## config.mk

```make
export PLATFORM = sky130hd
export DESIGN_NAME = debounced_updown_counter
export DESIGN_NICKNAME = d
export VERILOG_FILES = /design/src/rtl/gb_input_pkg.sv /design/src/rtl/button_debounce.sv /design/src/rtl/debounced_updown_counter.sv
export SDC_FILE = /design/constraint.sdc
export NUM_CORES = 1
export LEC_CHECK = 0
export CAP_MARGIN = 20
export CORE_MARGIN = 4
export CORE_UTILIZATION = 24
export DETAILED_ROUTE_END_ITERATION = 10
export HOLD_SLACK_MARGIN = 0.08
export RECOVER_POWER = 50
export SETUP_SLACK_MARGIN = 0.2
export SLEW_MARGIN = 20
export SYNTH_ARGS = -nofsm -noshare
export SYNTH_HDL_FRONTEND = slang
export SYNTH_SLANG_ARGS = --single-unit
```

## constraint.sdc

```tcl
create_clock -name clock -period 2.35 [get_ports clock]
set_input_delay 0.47 -clock clock [delete_from_list [all_inputs] [get_ports clock]]
set_output_delay 0.47 -clock clock [all_outputs]
set_load 0.01 [all_outputs]
```

## src/rtl/gb_input_pkg.sv

```systemverilog
// rtl/gb_input_pkg.sv - shared constants and sizing helper for button input blocks
package gb_input_pkg;

  // Counter behaviour at the limits: wrap around or clamp.
  localparam int MODE_WRAP     = 0;
  localparam int MODE_SATURATE = 1;

  // Ceiling log2, used to size debounce counters; returns 0 for values <= 1.
  function automatic int clog2(input int value);
    int result;
    int v;
    result = 0;
    v = value - 1;
    while (v > 0) begin
      result = result + 1;
      v = v >> 1;
    end
    return result;
  endfunction

endpackage

```

## src/rtl/button_debounce.sv

```systemverilog
// rtl/button_debounce.sv - synchroniser, debounce filter and press-edge pulse for one button
module button_debounce
  import gb_input_pkg::*;
#(
  parameter int DEBOUNCE_CYCLES = 16
) (
  input  logic clock,
  input  logic rst,
  input  logic raw,
  output logic stable,
  output logic press_pulse
);

  localparam int CW = clog2(DEBOUNCE_CYCLES + 1);
  localparam logic [CW-1:0] LAST_CNT = CW'(DEBOUNCE_CYCLES - 1);

  logic          sync_a;
  logic          sync_b;
  logic          stable_prev;
  logic [CW-1:0] db_cnt;

  // Two-flop synchroniser for the asynchronous raw input.
  always_ff @(posedge clock) begin
    if (rst) begin
      sync_a <= 1'b0;
      sync_b <= 1'b0;
    end else begin
      sync_a <= raw;
      sync_b <= sync_a;
    end
  end

  // Accept a new level only after it has differed from stable for DEBOUNCE_CYCLES cycles in a row.
  always_ff @(posedge clock) begin
    if (rst) begin
      stable <= 1'b0;
      db_cnt <= '0;
    end else if (sync_b != stable) begin
      if (db_cnt == LAST_CNT) begin
        stable <= sync_b;
        db_cnt <= '0;
      end else begin
        db_cnt <= db_cnt + CW'(1);
      end
    end else begin
      db_cnt <= '0;
    end
  end

  // One-cycle registered pulse on the 0->1 transition of the debounced level.
  always_ff @(posedge clock) begin
    if (rst) begin
      stable_prev <= 1'b0;
      press_pulse <= 1'b0;
    end else begin
      stable_prev <= stable;
      press_pulse <= stable & ~stable_prev;
    end
  end

endmodule

```

## src/rtl/debounced_updown_counter.sv

```systemverilog
// rtl/debounced_updown_counter.sv - button-driven up/down counter with load, wrap/saturate and limit flags
module debounced_updown_counter
  import gb_input_pkg::*;
#(
  parameter int WIDTH           = 8,
  parameter int MAX_VALUE       = 2**WIDTH - 1,
  parameter int DEBOUNCE_CYCLES = 16,
  parameter int SATURATE        = 0
) (
  input  logic             clock,
  input  logic             rst,
  input  logic             btn_up,
  input  logic             btn_down,
  input  logic             load,
  input  logic [WIDTH-1:0] load_value,
  output logic [WIDTH-1:0] count,
  output logic             up_pulse,
  output logic             down_pulse,
  output logic             wrap_evt,
  output logic             at_min,
  output logic             at_max
);

  localparam logic [WIDTH-1:0] MAX_CNT = WIDTH'(MAX_VALUE);

  logic             up_stable_unused;
  logic             down_stable_unused;
  logic [WIDTH-1:0] count_next;
  logic             wrap_next;

  button_debounce #(.DEBOUNCE_CYCLES(DEBOUNCE_CYCLES)) u_up (
    .clock       (clock),
    .rst         (rst),
    .raw         (btn_up),
    .stable      (up_stable_unused),
    .press_pulse (up_pulse)
  );

  button_debounce #(.DEBOUNCE_CYCLES(DEBOUNCE_CYCLES)) u_down (
    .clock       (clock),
    .rst         (rst),
    .raw         (btn_down),
    .stable      (down_stable_unused),
    .press_pulse (down_pulse)
  );

  // Next count: load beats presses, simultaneous presses cancel, limits wrap or clamp.
  always_comb begin
    count_next = count;
    wrap_next  = 1'b0;
    if (load) begin
      count_next = (load_value > MAX_CNT) ? MAX_CNT : load_value;
    end else if (up_pulse && down_pulse) begin
      count_next = count;
    end else if (up_pulse) begin
      if (count >= MAX_CNT) begin
        if (SATURATE == MODE_WRAP) begin
          count_next = '0;
          wrap_next  = 1'b1;
        end
      end else begin
        count_next = count + WIDTH'(1);
      end
    end else if (down_pulse) begin
      if (count == '0) begin
        if (SATURATE == MODE_WRAP) begin
          count_next = MAX_CNT;
          wrap_next  = 1'b1;
        end
      end else begin
        count_next = count - WIDTH'(1);
      end
    end
  end

  // Count register and its wrap flag, updated together so the flag coincides with the wrapped value.
  always_ff @(posedge clock) begin
    if (rst) begin
      count    <= '0;
      wrap_evt <= 1'b0;
    end else begin
      count    <= count_next;
      wrap_evt <= wrap_next;
    end
  end

  assign at_min = (count == '0);
  assign at_max = (count == MAX_CNT);

endmodule

```

==> results of run 1 <==
-- repair_timing --
item,4_1_cts,5_1_grt
endpoints found under the setup margin,2,0
resized for setup,8,0
buffers inserted,0,0
-- worst max-delay path by stage --
| stage | to | cells after the start |
|---|---|---|
| 2_1_floorplan | count[4] | 7 |
| 3_3_place_gp | at_min | 3 |
| 3_5_place_dp | at_min | 3 |
| 4_1_cts | at_min | 4 |
| 5_1_grt | count[4] | 4 |
| 6_report | up_pulse | 1 |
-- kinds of logic after synthesis --
| group | share of synthesized area |
|---|---|
| AO/OA/AOI/OAI | 0.160 |
| adder cells (fa/ha/maj) | 0.0578 |
| AND/OR/NAND/NOR | 0.251 |
| buffers and inverters | 0.0653 |
| XOR/XNOR | 0.0694 |
| flip-flops | 0.383 |
| multiplexers | 0.0132 |
-- state kept, by name (all words and copies together), names as in the netlist --
signal              count
u_up.db_cnt             5
u_up.stable_prev        1
u_down.db_cnt           5
wrap_evt                1
count                   8
u_up.stable             1
u_down.stable           1
u_down.sync_b           1
u_down.sync_a           1
u_up.sync_b             1
u_up.sync_a             1
u_down.press_pulse      1
u_up.press_pulse        1
u_down.stable_prev      1
-- routing by layer --
layer / vias to the layer above / global-route usage
met5: - / 0
met4: 0 / 0.0377
met3: 4 / 0.0341
met2: 36 / 0.162
met1: 587 / 0.119
li1: 666 / -
-- metrics by stage --
stage	util	cells	setup WS (ns)
final	0.326	280	0.318
after global routing	0.326	280	0.145
after CTS	0.327	280	0.303
after detailed placement	0.309	272	0.280
after global placement	0.309	272	0.310
after floorplan	-	174	0.615
-- synth_stat cells, types with 2 or more instances --
cell type,count
dfxtp_1,29
nor2_1,19
inv_1,10
nor2b_1,10
nor3_1,8
a21oi_1,7
clkbuf_1,7
ha_1,7
nand3_1,7
xnor2_1,7
nand2_1,6
o21ai_0,5
or3_1,5
xor2_1,5
a31oi_1,4
nand2b_1,4
a2111oi_0,3
a211oi_1,2
and3_1,2
buf_6,2
mux2i_1,2
nand4_1,2
o31ai_1,2
or3b_2,2
-- power groups by stage --
stage,clock [uW],sequential [uW],combinational (uW)
after floorplan,0,530,105
after global placement,0,535,163
after detailed placement,0,536,163
after CTS,444,526,164
after global routing,472,529,178
final,427,526,161
-- cell type report --
type,instances,area [sq um],share of cell area
clock buffer,6,82.6,0.0420
timing repair buffer,34,308,0.157
clock inverter,2,13.8,0.00701
multi-input combinational,124,846,0.431
tap,75,93.8,0.0478
sequential,29,583,0.297
inverter,10,37.5,0.0191
==> summary.txt, run 1 <==
Outcome
  • Outcome: completed

Worst setup path
  • Worst endpoint required time: 1.88 ns
  • R2r setup slk: 0.43 ns
  • Critical Path AT: 1.56 ns
  • CP max FO: 15
  • Top delay family on crit path: buffers and inverters
  • Worst path bufs/invs: 1
  • Critical Path End Type: primary output
  • Launching point of the worst reg2reg path: u_up.press_pulse
  • Crit-path max cell delay: 0.65 ns
  • CP max-delay cell: clkdlybuf4s50_1
  • FF-to-FF End: count[4]
  • R2R depth: 4
  • CP Class: flop to primary output
  • Critical path startpoint category: flop
  • Critical path, cell by cell: clkdlybuf4s50_1
  • Critical Path Start: u_up.press_pulse

Finish
  • Inserted Diodes: 0
  • Filler instances: 627
  • Most frequent cells in the layout: dfxtp_1, clkdlybuf4s50_1, nor2_1, inv_1, nor2b_1
  • Final instance area: 1960 sq um
  • Share of cells above drive strength 1: 0.132
  • Layout area overhead: 29.8%
  • Final nets: 224
  • Most common cell after layout, fill and taps aside: dfxtp_1

Die
  • Core area: 6030 sq um
  • Die X: 87.4 um
  • FP Rows: 28
  • Starting Density: 0.251
  • Die Area: 7640 sq um
  • Ports: 26
  • Die Ht: 87.4 um

STA
  • Max Clock Freq: 492 MHz
  • Setup violators final: 0
  • Slew margin rel.: 0.664
  • Final Hold Viols: 0
  • Max Slew Vio Count: 0
  • Tightest Pin Transition: 0.503 ns
  • Tmin final: 2.03 ns
  • Clock skew: 0.00760 ns
  • RSZ-0062 raised after global routing: false
  • Hold Slack: 0.384 ns
  • Part of the cycle the worst path needs: 0.865
  • Setup_tns: 0 ns

Pwr
  • Psw: 283 uW
  • Pwr Total: 1110 uW
  • Int Pwr: 831 uW
  • Cell Pwr Density: 567 nW/um^2
  • Clock Power Share: 0.383
  • Seq pwr share: 0.472
  • Leakage: 0.000714 uW
  • Net Sw Frac: 0.254
  • Logic pwr share: 0.145
  • Max IR drop VDD: 0.345 mV

Synthesis
  • Gate Count Post-Synth: 174
  • Cell variety after synth: 41
  • Syn nets: 194
  • Yosys warns: 0
  • Synthesized area per cell: 8.70 sq um
  • Post-Synthesis Cell Area: 1510 sq um
  • Sequential fraction of the synthesis area: 0.383
  • Area share of the largest cell type after synthesis: 0.383
  • Top FF cell, synth: dfxtp_1
  • #FFs+latches synth: 29
  • Main area contributors after synthesis: dfxtp_1, ha_1, nor2_1
  • Post-synth EDFFs: 0
  • Area leader, netlist: dfxtp_1
  • Async S/R FF share, synth: 0

Global route
  • Largest net degree at the start of global routing: 16
  • Antenna violations before repair: 0
  • Grt ovf: 0
  • Global-route wire length before repair: 5860 um
  • Vias in the first global route: 1301
  • Overall Global Routing Usage: 0.0990

Routing
  • Router iterations before antenna repair: 4
  • Via/cell ratio: 4.62
  • Metal2 WL: 1630 um
  • Post-route ant nets: 0
  • Total Wirelength: 3500 um
  • First DRT Iteration DRCs: 90
  • Routed via count: 1293
  • Top sig layer: met4
  • Wirelength per Cell: 12.5 um
  • Met1 wire length: 1580 um
  • DR WL met3: 255 um
  • Post-route DRC: 0

Clock tree
  • TritonCTS clock tree: yes
  • Htree depth: 2
  • Max clock buf depth: 2
  • Post-CTS Hold Fix Bufs: 0
  • Clk_lat worst skew: 0.28 ns
  • CTS root buffer: clkbuf_8
  • # clock sinks: 29
  • Clk slew on worst S/H paths: 0.07 ns
  • Num CTS Buffers: 5

Placement
  • DP HPWL: 2620 um
  • Count of input and output buffers: 25
  • Dpl cell area: 1860 sq um
  • Placer congestion estimate: 0.858

Hold path
  • Worst hold endpoint: u_down.press_pulse
  • Hold Crit Class: flop to flop
  • Min-delay src: u_down.stable_prev
  • Hold Path Depth: 1

Job
  • Max Cap Viol: 0
Note: power is estimated with default switching activity, not from simulation.
==> run 2, diff against run 1 <==
- CTS_CLUSTER_DIAMETER: not set -> 60
==> results of run 2 <==
Final layout, timing and power as in run 1 (identical DEF).
==> run 3, diff against run 2 <==
- CORE_MARGIN: 4 -> not set
==> summary.txt, run 3 (synthesis results as in run 1) <==
Finish
  • Most frequent cells in the layout: dfxtp_1, clkdlybuf4s50_1, nor2_1
  • Filler instances: 638
  • Top reg by flops: count
  • Multi-input logic area: 845 sq um
  • Final Util: 0.335
  • Register area: 582 sq um
  • Top flop regs: count (8), u_down.db_cnt (5), u_up.db_cnt (5)
  • Most common cell after layout, fill and taps aside: dfxtp_1
  • Final nets: 227
  • Share of cells above drive strength 1: 0.135
  • Largest register FFs: 8
  • Inserted Diodes: 0
  • Layout area overhead: 32.6%

Clock tree
  • Clk slew on worst S/H paths: 0.07 ns
  • Clk_lat worst skew: 0.28 ns
  • Num CTS Buffers: 5
  • CTS root buffer: clkbuf_8
  • Htree depth: 2
  • # clock sinks: 29
  • Post-CTS Hold Fix Bufs: 0
  • TritonCTS clock tree: yes
  • Max clock buf depth: 2

Worst setup path
  • CP max FO: 15
  • Worst path bufs/invs: 1
  • Worst endpoint required time: 1.88 ns
  • Critical Path End Type: primary output
  • Top delay family on crit path: buffers and inverters
  • CP max-delay cell: clkdlybuf4s50_1
  • Critical Path Start: u_up.press_pulse
  • R2R depth: 6
  • Crit-path max cell delay: 0.65 ns
  • Critical path, cell by cell: clkdlybuf4s50_1
  • Critical Path AT: 1.56 ns
  • Critical path startpoint category: flop
  • CP Class: flop to primary output
  • FF-to-FF End: count[3]
  • Launching point of the worst reg2reg path: count[0]
  • R2r setup slk: 0.59 ns

Hold path
  • Hold Path Depth: 1
  • Hold Crit Class: flop to flop
  • Worst hold endpoint: u_up.press_pulse
  • Min-delay src: u_up.stable_prev

Placement
  • Count of input and output buffers: 25
  • DP HPWL: 2630 um
  • Placer congestion estimate: 0.909

Pwr
  • Clock Power Share: 0.440
  • Int Pwr: 941 uW
  • Psw: 295 uW
  • Seq pwr share: 0.423
  • Cell Pwr Density: 616 nW/um^2
  • Max IR drop VDD: 0.290 mV
  • Leakage: 0.000738 uW
  • Logic pwr share: 0.137
  • Net Sw Frac: 0.239
  • Pwr Total: 1240 uW

Die
  • Die Ht: 81.4 um
  • Core area: 5990 sq um
  • Ports: 26
  • FP Rows: 28
  • Die Area: 6630 sq um
  • Die X: 81.4 um
  • Starting Density: 0.253

Global route
  • Grt ovf: 0
  • Overall Global Routing Usage: 0.117
  • Vias in the first global route: 1226
  • Global-route wire length before repair: 5770 um
  • Largest net degree at the start of global routing: 16
  • Antenna violations before repair: 0

Routing
  • Post-route ant nets: 0
  • Wirelength per Cell: 12.5 um
  • First DRT Iteration DRCs: 54
  • Total Wirelength: 3530 um
  • Via/cell ratio: 4.68
  • Post-route DRC: 0
  • Router iterations before antenna repair: 4
  • Routed via count: 1325

STA
  • Tmin final: 2.03 ns
  • Setup violators final: 0
  • Max Clock Freq: 492 MHz
  • Tightest Pin Transition: 0.510 ns
  • Clock skew: 0.00258 ns
  • RSZ-0062 raised after global routing: false
  • Max Slew Vio Count: 0
  • Setup_tns: 0 ns
  • Final Hold Viols: 0
  • Part of the cycle the worst path needs: 0.865
  • Hold Slack: 0.385 ns
  • Slew margin rel.: 0.659

Job
  • Max Cap Viol: 0

Outcome
  • Outcome: completed
-- run 3: power groups by stage --
stage	logic (uW)	clock network, uW	registers (uW)
floorplan	105	0	530
global placement	169	0	532
detailed placement	169	0	534
CTS	172	562	524
global route	185	582	525
finish	169	544	523
-- run 3: per-layer routing --
layer,share of wire,track usage,vias up
met4,0,0.0464,0
met3,0.045,0.0333,0
met1,0.50,0.146,623
met2,0.46,0.188,27
li1,-,-,675
met5,0,0,-
-- run 3: final cells by class --
type	instances	share of cell area
multi-input combinational	124	0.421
tap	75	0.0467
clock buffer	6	0.0411
clock inverter	2	0.0187
inverter	10	0.0187
sequential	29	0.290
timing repair buffer	37	0.164
-- run 3: timing repair --
| action | CTS | global route |
|---|---|---|
| buffers inserted | 2 | 0 |
| setup endpoints to repair | 2 | 0 |
| gates resized for setup | 7 | 0 |
| endpoints found under the hold margin | 0 | 0 |
-- run 3: per-stage QoR --
step | instances | worst slack [ns] | area, sq um
floorplan | 174 | 0.615 | 1510
global placement | 273 | 0.355 | 1870
detailed placement | 273 | 0.305 | 1870
CTS | 283 | 0.288 | 2020
global route | 283 | 0.239 | 2010
finish | 283 | 0.317 | 2010
-- run 3: worst max path at each step --
stage                          end  depth (start not counted)  slack, ns
after floorplan           count[4]                          7       0.61
after global placement      at_max                          4       0.35
after detailed placement    at_max                          4       0.30
after CTS                 up_pulse                          1       0.29
after global routing      up_pulse                          1       0.24
final                     up_pulse                          1       0.32
-- run 3: worst reg2reg max path: cells and delay by family, from the launching register on --
kind	cells	cell delay (ns)
AO/OA/AOI/OAI	2	0.51
flip-flops	1	0.41
buffers and inverters	2	0.25
adder cells (fa/ha/maj)	1	0.25
AND/OR/NAND/NOR	1	0.20
